--- src/rtl/qpi_bus_arbiter.sv ---
// rtl/qpi_bus_arbiter.sv - quad-SPI pad arbiter between flash controller (F) and accelerator host (M).
// Optional hold timeout with yield/forced revoke is enabled by defining QPI_ARB_TIMEOUT_EN.
module qpi_bus_arbiter #(
  parameter int unsigned TURN_CYCLES = 2,
  parameter int unsigned MAX_HOLD    = 1024
) (
  input  logic       clk,
  input  logic       reset,
  input  logic       f_req,
  input  logic       m_req,
  output logic       f_gnt,
  output logic       m_gnt,
  output logic       f_yield,
  output logic       m_yield,
  input  logic       f_csb,
  input  logic       f_clk,
  input  logic       m_csb,
  input  logic       m_clk,
  input  logic [3:0] f_oe,
  input  logic [3:0] f_do,
  input  logic [3:0] m_oe,
  input  logic [3:0] m_do,
  input  logic [3:0] io_di,
  output logic [3:0] f_di,
  output logic [3:0] m_di,
  output logic       flash_csb,
  output logic       flash_clk,
  output logic       ml_csb,
  output logic       ml_clk,
  output logic [3:0] io_oe,
  output logic [3:0] io_do,
  output logic       proto_err
);

  typedef enum logic [1:0] {IDLE, GNT_F, GNT_M, TURN} state_e;

  localparam logic [3:0] TURN_LOAD = 4'(TURN_CYCLES - 1);

  state_e     state_q;
  logic       last_m_q;
  logic [3:0] turn_q;
  logic       f_gnt_q;
  logic       m_gnt_q;
  logic       err_q;
  logic       own_req;
  logic       own_csb;
  logic       oe_viol;
  logic       revoke;

  assign own_req = (state_q == GNT_F) ? f_req : m_req;
  assign own_csb = (state_q == GNT_F) ? f_csb : m_csb;
  assign oe_viol = ((f_oe != 4'd0) && (state_q != GNT_F)) ||
                   ((m_oe != 4'd0) && (state_q != GNT_M));

`ifdef QPI_ARB_TIMEOUT_EN
  localparam logic [15:0] HOLD_YIELD  = 16'(MAX_HOLD);
  localparam logic [15:0] HOLD_REVOKE = 16'(2 * MAX_HOLD);

  logic [15:0] hold_q;
  logic [15:0] hold_inc;
  logic        f_yield_q;
  logic        m_yield_q;
  logic        granted;
  logic        oth_req;

  assign granted  = (state_q == GNT_F) || (state_q == GNT_M);
  assign oth_req  = (state_q == GNT_F) ? m_req : f_req;
  assign hold_inc = hold_q + 16'd1;
  assign revoke   = granted && own_req && oth_req && (hold_inc == HOLD_REVOKE);

  // Counter only advances while the other side is waiting; any exit from GNT clears it.
  always_ff @(posedge clk) begin
    if (reset || !granted || !own_req || revoke) begin
      hold_q    <= '0;
      f_yield_q <= 1'b0;
      m_yield_q <= 1'b0;
    end else if (oth_req) begin
      hold_q <= hold_inc;
      if (hold_inc == HOLD_YIELD) begin
        f_yield_q <= (state_q == GNT_F);
        m_yield_q <= (state_q == GNT_M);
      end
    end
  end

  assign f_yield = f_yield_q;
  assign m_yield = m_yield_q;
`else
  logic unused_hold_cfg;
  assign unused_hold_cfg = ^(16'(MAX_HOLD));
  assign revoke  = 1'b0;
  assign f_yield = 1'b0;
  assign m_yield = 1'b0;
`endif

  always_ff @(posedge clk) begin
    if (reset) begin
      state_q  <= IDLE;
      last_m_q <= 1'b1;
      turn_q   <= '0;
      f_gnt_q  <= 1'b0;
      m_gnt_q  <= 1'b0;
      err_q    <= 1'b0;
    end else begin
      if (oe_viol) err_q <= 1'b1;
      case (state_q)
        IDLE: begin
          if (f_req && (!m_req || last_m_q)) begin
            state_q <= GNT_F;
            f_gnt_q <= 1'b1;
          end else if (m_req) begin
            state_q <= GNT_M;
            m_gnt_q <= 1'b1;
          end
        end
        GNT_F, GNT_M: begin
          if (!own_req || revoke) begin
            state_q  <= TURN;
            f_gnt_q  <= 1'b0;
            m_gnt_q  <= 1'b0;
            last_m_q <= (state_q == GNT_M);
            turn_q   <= TURN_LOAD;
            // Releasing with CSB still low aborts a live transaction.
            if (revoke || !own_csb) err_q <= 1'b1;
          end
        end
        TURN: begin
          if (turn_q == 4'd0) state_q <= IDLE;
          else                turn_q  <= turn_q - 4'd1;
        end
        default: state_q <= IDLE;
      endcase
    end
  end

  always_comb begin
    io_oe     = 4'd0;
    io_do     = 4'd0;
    flash_csb = 1'b1;
    flash_clk = 1'b0;
    ml_csb    = 1'b1;
    ml_clk    = 1'b0;
    case (state_q)
      GNT_F: begin
        io_oe     = f_oe;
        io_do     = f_do;
        flash_csb = f_csb;
        flash_clk = f_clk;
      end
      GNT_M: begin
        io_oe  = m_oe;
        io_do  = m_do;
        ml_csb = m_csb;
        ml_clk = m_clk;
      end
      default: ;
    endcase
  end

  assign f_gnt     = f_gnt_q;
  assign m_gnt     = m_gnt_q;
  assign proto_err = err_q;
  assign f_di      = io_di;
  assign m_di      = io_di;

endmodule

--- config.mk ---
export PLATFORM = sky130hd
export DESIGN_NAME = qpi_bus_arbiter
export DESIGN_NICKNAME = d
export VERILOG_FILES = /design/src/rtl/qpi_bus_arbiter.sv
export SDC_FILE = /design/constraint.sdc
export NUM_CORES = 1
export LEC_CHECK = 0
export BUFFER_PORTS_ARGS = -buffer_cell sky130_fd_sc_hd__buf_2
export CORE_MARGIN = 5
export CORE_UTILIZATION = 40
export DETAILED_ROUTE_END_ITERATION = 12
export GPL_ROUTABILITY_DRIVEN = 0
export PLACE_DENSITY = 0.85
export SYNTH_ARGS = -nofsm -noshare
export SYNTH_HDL_FRONTEND = slang
export SYNTH_SLANG_ARGS = --single-unit
export TNS_END_PERCENT = 50
--- constraint.sdc ---
create_clock -name clk -period 1.9 [get_ports clk]
set_input_delay 0.19 -clock clk [delete_from_list [all_inputs] [get_ports clk]]
set_output_delay 0.19 -clock clk [all_outputs]
set_load 0.01 [all_outputs]
### After elaboration in Yosys (flattened, before gate mapping)

Index checks and enable logic that the tools add are counted.
Widths: inputs -> output; s select.

* register bits: 10
* input bits: 28
* logic and storage cells: 64

* add/subtract/negate cells: 1
* equal/unequal tests: 12
* muxes and demuxes: 26
* bitwise gates (word level): 1
* reductions and logical operators: 18

Operators with widths (number)
* $pmux 4 s2: 3
* $mux 1: 14
* $ne 2x2->1 const B: 7
* $reduce_and 3->1: 3
* $mux 2: 4
* $mux 4: 2
* $reduce_bool 4->1: 2
* $pmux 2 s3: 1
* $eq 2x2->1 const B: 2
* $logic_not 4->1: 1
* $pmux 1 s2: 2
* $reduce_and 4->1: 1
* $reduce_bool 2->1: 2
* $sub 4x1->4 const B: 1
* $logic_and 1x1->1: 3
* $ne 3x3->1 const B: 1
* $eq 2x1->1 const B: 1
* $logic_not 2->1: 1
* $logic_or 1x1->1: 2
* $ne 2x1->1 const B: 1
* $reduce_and 2->1: 1
* $reduce_or 2->1: 1
* $logic_not 1->1: 1
* $not 1->1: 1

### Depth between registers and ports, before layout

Gate-level depths: netlist of run 1.

* depth in word-level cells: 7
* depth in mapped cells: 7
* mapped depth without buffers: 6

### Worst setup path after synthesis of run 1

No wires, ideal clock.

* kind: flip-flop to flip-flop
* from: register state_q[1]
* to: register turn_q[3]
* library setup time: 0.072 ns
* data arrival time: 1.670 ns
* required time: 1.828 ns
* path slack: 0.158 ns
* stages on the path, launching flop included: 7
* buffers on the path: 0
* clock period less this slack: 1.742 ns
* path through: dfxtp_1 > inv_1 > ha_1 > mux2_4 > a211o_1 > nor4_2 > mux2i_1

* longest elaborated chain between the ends: 4
* elaborated cells on any way between the ends: 10

Ends and longest elaborated chain
* start: declaration: RTL line 39 `state_e state_q;`
* start signal: assignment: RTL line 98 `state_q <= IDLE;`
* start signal: assignment: RTL line 109 `state_q <= GNT_F;`
* start signal: assignment: RTL line 112 `state_q <= GNT_M;`
* $eq 2x1->1 or $eq 2x2->1 (tied branches): RTL line 50, 106
* $mux 1 or $reduce_or 2->1 (tied branches): RTL line 50, 106
* $ne 2x2->1 (no line) or $reduce_bool 2->1 (tied branches)
* $reduce_and 3->1 (no line)
* end signal: assignment: RTL line 129 `else turn_q <= turn_q - 4'd1;`
* end: declaration: RTL line 41 `logic [3:0] turn_q;`

Several ways; a longest one is shown, not always the timed one.
A chain may end at the register's enable or synchronous reset.

### Final worst setup path of run 1

Same ends and word-level chain as after synthesis.

==> results summary, run 1 <==
The number of enable flip-flop cells after synthesis is 0. The filler cell count in the final layout is 206. In this run the critical register-to-register path is captured at turn_q[3].

Setup violations remaining at the end of the flow were counted as 0. The count of final max-slew check failures came to 0. The maximum vdd drop is 0.913 mV. Entering global routing, the biggest net connects 14 pins. The synthesized instance count is 110. The number of buffers added by the clock tree synthesis step is 3.

The number of warning messages in the yosys log came out at 0. The area share of the largest cell type after synthesis came out at 0.221. The number of hold buffers added after CTS was 0. The area of all sequential standard cells is 208 µm². The share of layout cells above drive strength 1 came out at 0.431. The count of antenna-violating nets left after detailed routing came out at 0. The library cell contributing the largest single delay on the critical path is sky130_fd_sc_hd__dfxtp_4. The share of total power dissipated in combinational logic is 0.732.

The total non-filler cell area in the finished layout came out at 1160 µm². The die is 57.6 µm wide. The total iterations of the first detailed-routing run is 2. The TritonCTS clock tree is yes. The share of the clock period used by the worst path after layout is 0.953. Across the routed clock network, the largest skew measured is 0.00462 ns. Across every metal layer, demand over resource in global routing totals 0.139. Compared with the post-synthesis result, the final layout area differs by 27.6%. The die outline area is 3320 µm². The register bit total from synthesis came out at 10. The switching part of the total came out at 0.440. The worst register-to-register path has a setup slack of 0.09 ns.

The sum of negative setup slack came out at 0 ns. In this run the number of H-tree levels came out at 1. The initial detailed-routing violation count is 34. The total power divided by cell area is 1700 nW/µm². The signal arrival time at the worst endpoint is 2.00 ns. The number of diodes added for antenna fixing is 0. The worst setup path is launched from a flop.

Leaving out fill and tap cells, the most frequent cells in the layout are sky130_fd_sc_hd__buf_2, sky130_fd_sc_hd__a22oi_1, sky130_fd_sc_hd__nor2b_1, sky130_fd_sc_hd__nand2_1. The flow ran to the end, and the final reports show no timing, DRC or antenna violations. The area taken by multi-input logic gates is 628 µm². The via count came out at 900. Dividing the detail-routed via count by the number of cells gives ~5.2. The floorplan has 17 rows. STA classifies the critical path endpoint as a flop. The internal power contribution is between 1 and 1.5 mW. The die extent in y came out at 57.6 µm. The top-level I/O count came out at 53. Clock-pin slew was measured on the worst setup and hold paths at roughly 0.060 ns.

The share of total power dissipated in the clock network is 0.072. Subtracting the final worst setup slack from the clock period gives roughly 1.8 ns. The number of antenna violations at the first check in global routing is 0.

The first-pass GRT wire length is between 3 and 4 mm. By area the synthesized netlist is led by sky130_fd_sc_hd__dfxtp_1, sky130_fd_sc_hd__ha_1, sky130_fd_sc_hd__buf_4, sky130_fd_sc_hd__a22oi_1, sky130_fd_sc_hd__nor2b_1. The critical path depth in cells came out at 6. The max-cap violation count is 0. The async set or reset register ratio after synthesis is 0. The maximum count of clock buffers along a single path is 2.

Once placement finished, the instance area stood at 1070 µm². The worst setup path is of the reg -> reg kind. In the synthesized netlist the dominant register cell turns out to be sky130_fd_sc_hd__dfxtp_1. The final count of hold timing violations came out at 0. Dividing the detail-routed wire length by the instance count gives 13.9 µm. The synthesized area per cell came out at 8.25 µm². The most critical setup path has its endpoint at turn_q[3]. The total overflow left after global routing is 0.

The worst hold slack came out at 0.221 ns. The maximum clock frequency is 552 MHz. The startpoint identified for the worst register-to-register timing path is state_q[1]. The total leakage power is just over 0.5 nW. The number of sinks handled by clock tree synthesis came out at 10.

Tracing the worst setup path back leads to its startpoint at state_q[1]. The root buffer cell chosen for the clock tree is sky130_fd_sc_hd__clkbuf_4. The final routed DRC violation total is 0. The critical path goes through inv_4, ha_4, mux2_4, a211o_1, nor4_2, mux2i_1. On the critical path the largest part of the delay comes from multiplexers. The number of nets in the layout came out at 181. The count of different cell masters after synthesis is 35. The number of buffer cells added on primary ports came out at 38. The number of global-route vias before repair came out at 810. STA puts the critical path data required time at 2.09 ns. The wire length after detailed routing came out at 2.39 mm.

Total power for the finished layout comes to 1.97 mW. The tightest min-delay check is of the in -> reg type. The netlist area before placement came out at 907 µm². The core outline area came out at 2190 µm². The effective utilization at floorplan came out at 0.414. The delay of the slowest critical-path stage is 0.36 ns. Of all nets on the critical path, the largest fanout is 4.

Leaving out fill and tap cells, the most frequent cell in the layout is sky130_fd_sc_hd__buf_2. Clock latency on the worst-skew pair, taken at its later pin, is 0.26 ns. The net switching power of the design came out at 0.867 mW. The share of the yosys chip area belonging to registers is 0.221. The largest total area in the synthesized netlist belongs to sky130_fd_sc_hd__dfxtp_1. The number of buffers and inverters on the critical path came out at 1.

The sum of net half-perimeters after detailed placement came out at 1.92 mm. The count of cells along the worst register-to-register path came out at 6. The share of power burned in registers came out at 0.195.
==> cell usage after synthesis, drive strengths merged (3+ instances only) <==
library cell,count
a22oi,8
nand2,8
nor2b,8
nor4,3
a311oi,3
dfxtp,10
nor2,5
inv,5
buf,13
mux2i,3
ha,7
nand3,3
nand2b,7
==> metal layers <==
layer | vias to the layer above | wire [µm] | global-route usage
met5 | - | 0 | 0
met4 | 0 | 18 | 0.0265
met3 | 2 | 305 | 0.0601
met2 | 40 | 1150 | 0.256
met1 | 406 | 916 | 0.145
li1 | 452 | - | -
==> sequential cells by signal, indices dropped and copies added, names as in the netlist <==
name / flops
turn_q: 4
last_m_q: 1
proto_err: 1
f_gnt: 1
m_gnt: 1
state_q: 2
==> stage by stage <==
step           std cells  setup WS (ns)  utilization
2_1_floorplan        111          0.158            -
3_3_place_gp         166          0.168        0.489
3_5_place_dp         166         0.0843        0.489
4_1_cts              169         0.0689        0.500
5_1_grt              172       -0.00621        0.528
6_report             172         0.0889        0.528
==> logic make-up (layout without fill, tap and decap cells) <==
group                      after synthesis  in the layout  share of synthesized area
buffers and inverters                   20             53                      0.124
DFF                                     10             10                      0.221
other                                    1              2                    0.00413
and+or+nand+nor                         43             43                      0.287
muxes                                    4              4                     0.0497
adders and majority gates                7              7                     0.0965
AOI/OAI and AO/OA                       25             25                      0.218
==> power groups by stage <==
stage,logic (mW),clock network [mW],registers [mW]
after global routing,1.58,0.167,0.397
after floorplan,0.942,0,0.361
final,1.44,0.142,0.385
after CTS,1.29,0.149,0.361
after detailed placement,1.28,0,0.367
after global placement,1.21,0,0.358
==> how the worst min path moves through the flow <==
stage,startpoint,end,slack (ns),depth (start not counted)
after floorplan,f_req,f_gnt,0.36,2
after CTS,reset,f_gnt,0.22,2
after detailed placement,io_di[1],m_di[1],0.38,0
after global routing,reset,state_q[0],0.23,2
after global placement,io_di[1],m_di[1],0.38,0
final,reset,f_gnt,0.22,2
==> worst register-to-register path, cell delays in order (launching register included) <==
cell and delay, ns:
sky130_fd_sc_hd__dfxtp_4 0.36, sky130_fd_sc_hd__inv_4 0.08, sky130_fd_sc_hd__ha_4 0.14, sky130_fd_sc_hd__mux2_4 0.32, sky130_fd_sc_hd__a211o_1 0.30, sky130_fd_sc_hd__nor4_2 0.33, sky130_fd_sc_hd__mux2i_1 0.21
==> cell type report <==
cell class / count / share of cell area
inverter: 5 / 0.0184
tap: 28 / 0.0303
timing repair buffer: 45 / 0.210
multi-input combinational: 81 / 0.543
sequential: 10 / 0.179
clock buffer: 3 / 0.0195
==> what timing repair did <==
item | CTS | global route
setup endpoints to repair | 0 | 7
gates resized for setup | 0 | 12
setup buffers | 0 | 3
Note: power is estimated with default switching activity, not from simulation.
==> inputs of run 2 (changes only) <==
Settings changed: REMOVE_ABC_BUFFERS from default to 1.
==> run 2 against run 1 <==
Against the previous run: final cell count down 1.7%; hold slack about the same; core utilization down 1.8 points; first-iteration DRC count down 2.9%; flip-flop and latch count unchanged; via count up 3.0%; final area down 3.4%; worst setup slack better by 0.020 ns; sequential power down 5.2%; non-clock buffer count down 4; combinational power down 9%; clock-buffer cell count up 1.
==> results summary, run 2 (synthesis results as in run 1) <==
The largest registers in the layout are turn_q x4, state_q x2. The slowest stage of the critical path is the sky130_fd_sc_hd__dfxtp_1 cell. The total leakage power came out at 0.496 nW.

The wire length after detailed routing came out at 2.27 mm. STA puts the critical path data arrival time at 2.00 ns. In the final timing run, aggregate negative setup slack is 0 ns. After routing the design area is 1120 µm².

The number of buffers added by the clock tree synthesis step is 3. The critical-path maximum fanout came out at 4. The worst hold slack came out at 0.221 ns. The effective utilization at floorplan is 0.414. The worst setup path is captured at a flop. The path type of the worst setup path is reg -> reg. The count of cells along the worst register-to-register path came out at 6. The library cell used most frequently in the layout, excluding fill and tap cells, is sky130_fd_sc_hd__buf_2. The post-layout minimum cycle time came out at 1.79 ns. The library cells used most frequently in the layout, excluding fill and tap cells, are sky130_fd_sc_hd__buf_2, sky130_fd_sc_hd__dfxtp_1, sky130_fd_sc_hd__a22oi_1, sky130_fd_sc_hd__nor2b_1, sky130_fd_sc_hd__nand2_1. The setup slack of the worst register-to-register path is between 0.1 and 0.15 ns. The critical path ends at turn_q[3]. The clock latency on the worst-skew pair is 0.27 ns. The post-CTS clock slew at the launch and capture registers of the worst setup and hold paths is 0.07 ns. The via count came out at 927. For this run, design rule violations remaining after detail routing come to 0. The cell total after placement came out at 165. The number of flip-flops in the largest register is 4. The total global routing overflow came out at 0. The per-cell via count in the routed design is 5.49.

The sum of net half-perimeters after detailed placement came out at 1.84 mm. Setup repair after global routing left no endpoint under its margin. The delay of the slowest critical-path stage is 0.38 ns. The final count of hold timing violations came to 0. The pin count of the biggest net entering global routing came out at 14. The first-pass GRT wire length came out at 3.75 mm.

The count of antenna-violating nets left after detailed routing is 0. The tree is rooted in a sky130_fd_sc_hd__clkbuf_4. More flip-flops sit in one register than any other, and that register is turn_q. The count of final max-slew check failures is 0. The total global routing track utilization is 0.142. The number of antenna violations at the first check in global routing is 0. The initial detailed-routing violation count came out at 33.

The number of global-route vias before repair is 914. The number of diodes added for antenna fixing came out at 0. The non-filler instance count after layout is 169. STA puts the critical path data required time at between 2 and 2.5 ns. Summing all placed instances gives a cell area of around 1100 µm². The total power came out at approximately 1.9 mW. The first detailed-routing pass ran for 4 iterations. The start of the worst register-to-register path is state_q[1]. The maximum vdd drop came out at just over 0.7 mV. Input and output buffers added on the ports amount to 38.

In this run the critical register-to-register path is captured at turn_q[3]. The max-cap violation count came out at 0. The horizontal die dimension came out at 57.6 µm. The critical path launch point is state_q[1]. The worst hold path belongs to the class in -> reg. The floorplan has 17 rows. The share of layout cells above drive strength 1 is 0.383.

The maximum level of the CTS H-tree came out at 1. The die outline area came out at 3320 µm². Across the routed clock network, the largest skew measured is between 0.003 and 0.004 ns. The post-CTS repair timing setup buffer count came out at 0.

The total setup violations reported at the end of the flow is 0. The maximum count of clock buffers along a single path is 2. Pin placement for this block handled 53 I/O pins.

The relative area change from synthesis to final layout came out at 23.3%. After floorplanning, the core was sized to cover approximately 2200 µm². The number of sinks handled by clock tree synthesis came out at 10. For this run, the top clock speed supported by timing is 558 MHz.

The total power divided by cell area is about 1700 nW/µm². Dividing the detail-routed wire length by the instance count gives around 13 µm. TritonCTS built the clock tree. The flow ran to the end, and the final reports show no timing, DRC or antenna violations. The signal on the critical path passes through inv_2, ha_2, mux2_4, a211o_1, nor4_2, mux2i_1.

The share of the clock period used by the worst path after layout is 0.942. The die is 57.6 µm tall. The final layout contains 177 nets.

STA classifies the critical path startpoint as a flop.
## run 2: per-layer routing
layer  vias up  track usage  share of wire  wire (µm)
met5         -            0              0          0
met4         0       0.0960          0.029         65
met3         5       0.0423           0.14        320
met2        55        0.263           0.47       1060
met1       423        0.133           0.36        826
li1        444            -              -          -
## run 2: metrics by stage
stage | util | setup slack [ns]
2_1_floorplan | - | -0.00568
3_3_place_gp | 0.486 | 0.170
3_5_place_dp | 0.486 | 0.0848
4_1_cts | 0.504 | 0.0118
5_1_grt | 0.511 | 0.00819
6_report | 0.511 | 0.109
## run 2: worst min-delay path by stage
stage,startpoint,to,cells past startpoint
4_1_cts,reset,f_gnt,2
2_1_floorplan,reset,f_gnt,1
3_5_place_dp,io_di[0],f_di[0],0
6_report,reset,f_gnt,2
3_3_place_gp,io_di[0],f_di[0],0
5_1_grt,reset,f_gnt,2
## run 2: timing repair
| action | 4_1_cts | 5_1_grt |
|---|---|---|
| gates resized for setup | 1 | 4 |
| setup endpoints to repair | 4 | 5 |
| pin swaps | 0 | 0 |
| hold buffers | 0 | 0 |
| gates cloned | 0 | 0 |
## run 2: area by class of cell
class                   instances  area [µm²]
fillers                       198        1070
multi-input cells              81         616
repair buffers                 41         213
flip-flops and latches         10         200
clock buffers                   4        36.3
well taps                      28        35.0
inverters                       5        18.8
## run 2: worst max-delay path, delay by kind of cell (launching register included)
| kind | cells | cell delay (ns) |
|---|---|---|
| AOI/OAI and AO/OA | 1 | 0.35 |
| adders and majority gates | 1 | 0.19 |
| buffers and inverters | 1 | 0.09 |
| DFF | 1 | 0.38 |
| muxes | 2 | 0.53 |
| and+or+nand+nor | 1 | 0.18 |
## run 2: where the power goes
part	total [mW]	internal [mW]	switching (mW)	leakage, nW
registers	0.365	0.295	0.0701	0.0826
logic	1.31	0.630	0.676	0.392
clock network	0.195	0.117	0.0780	0.0210
total	1.87	1.04	0.824	0.496
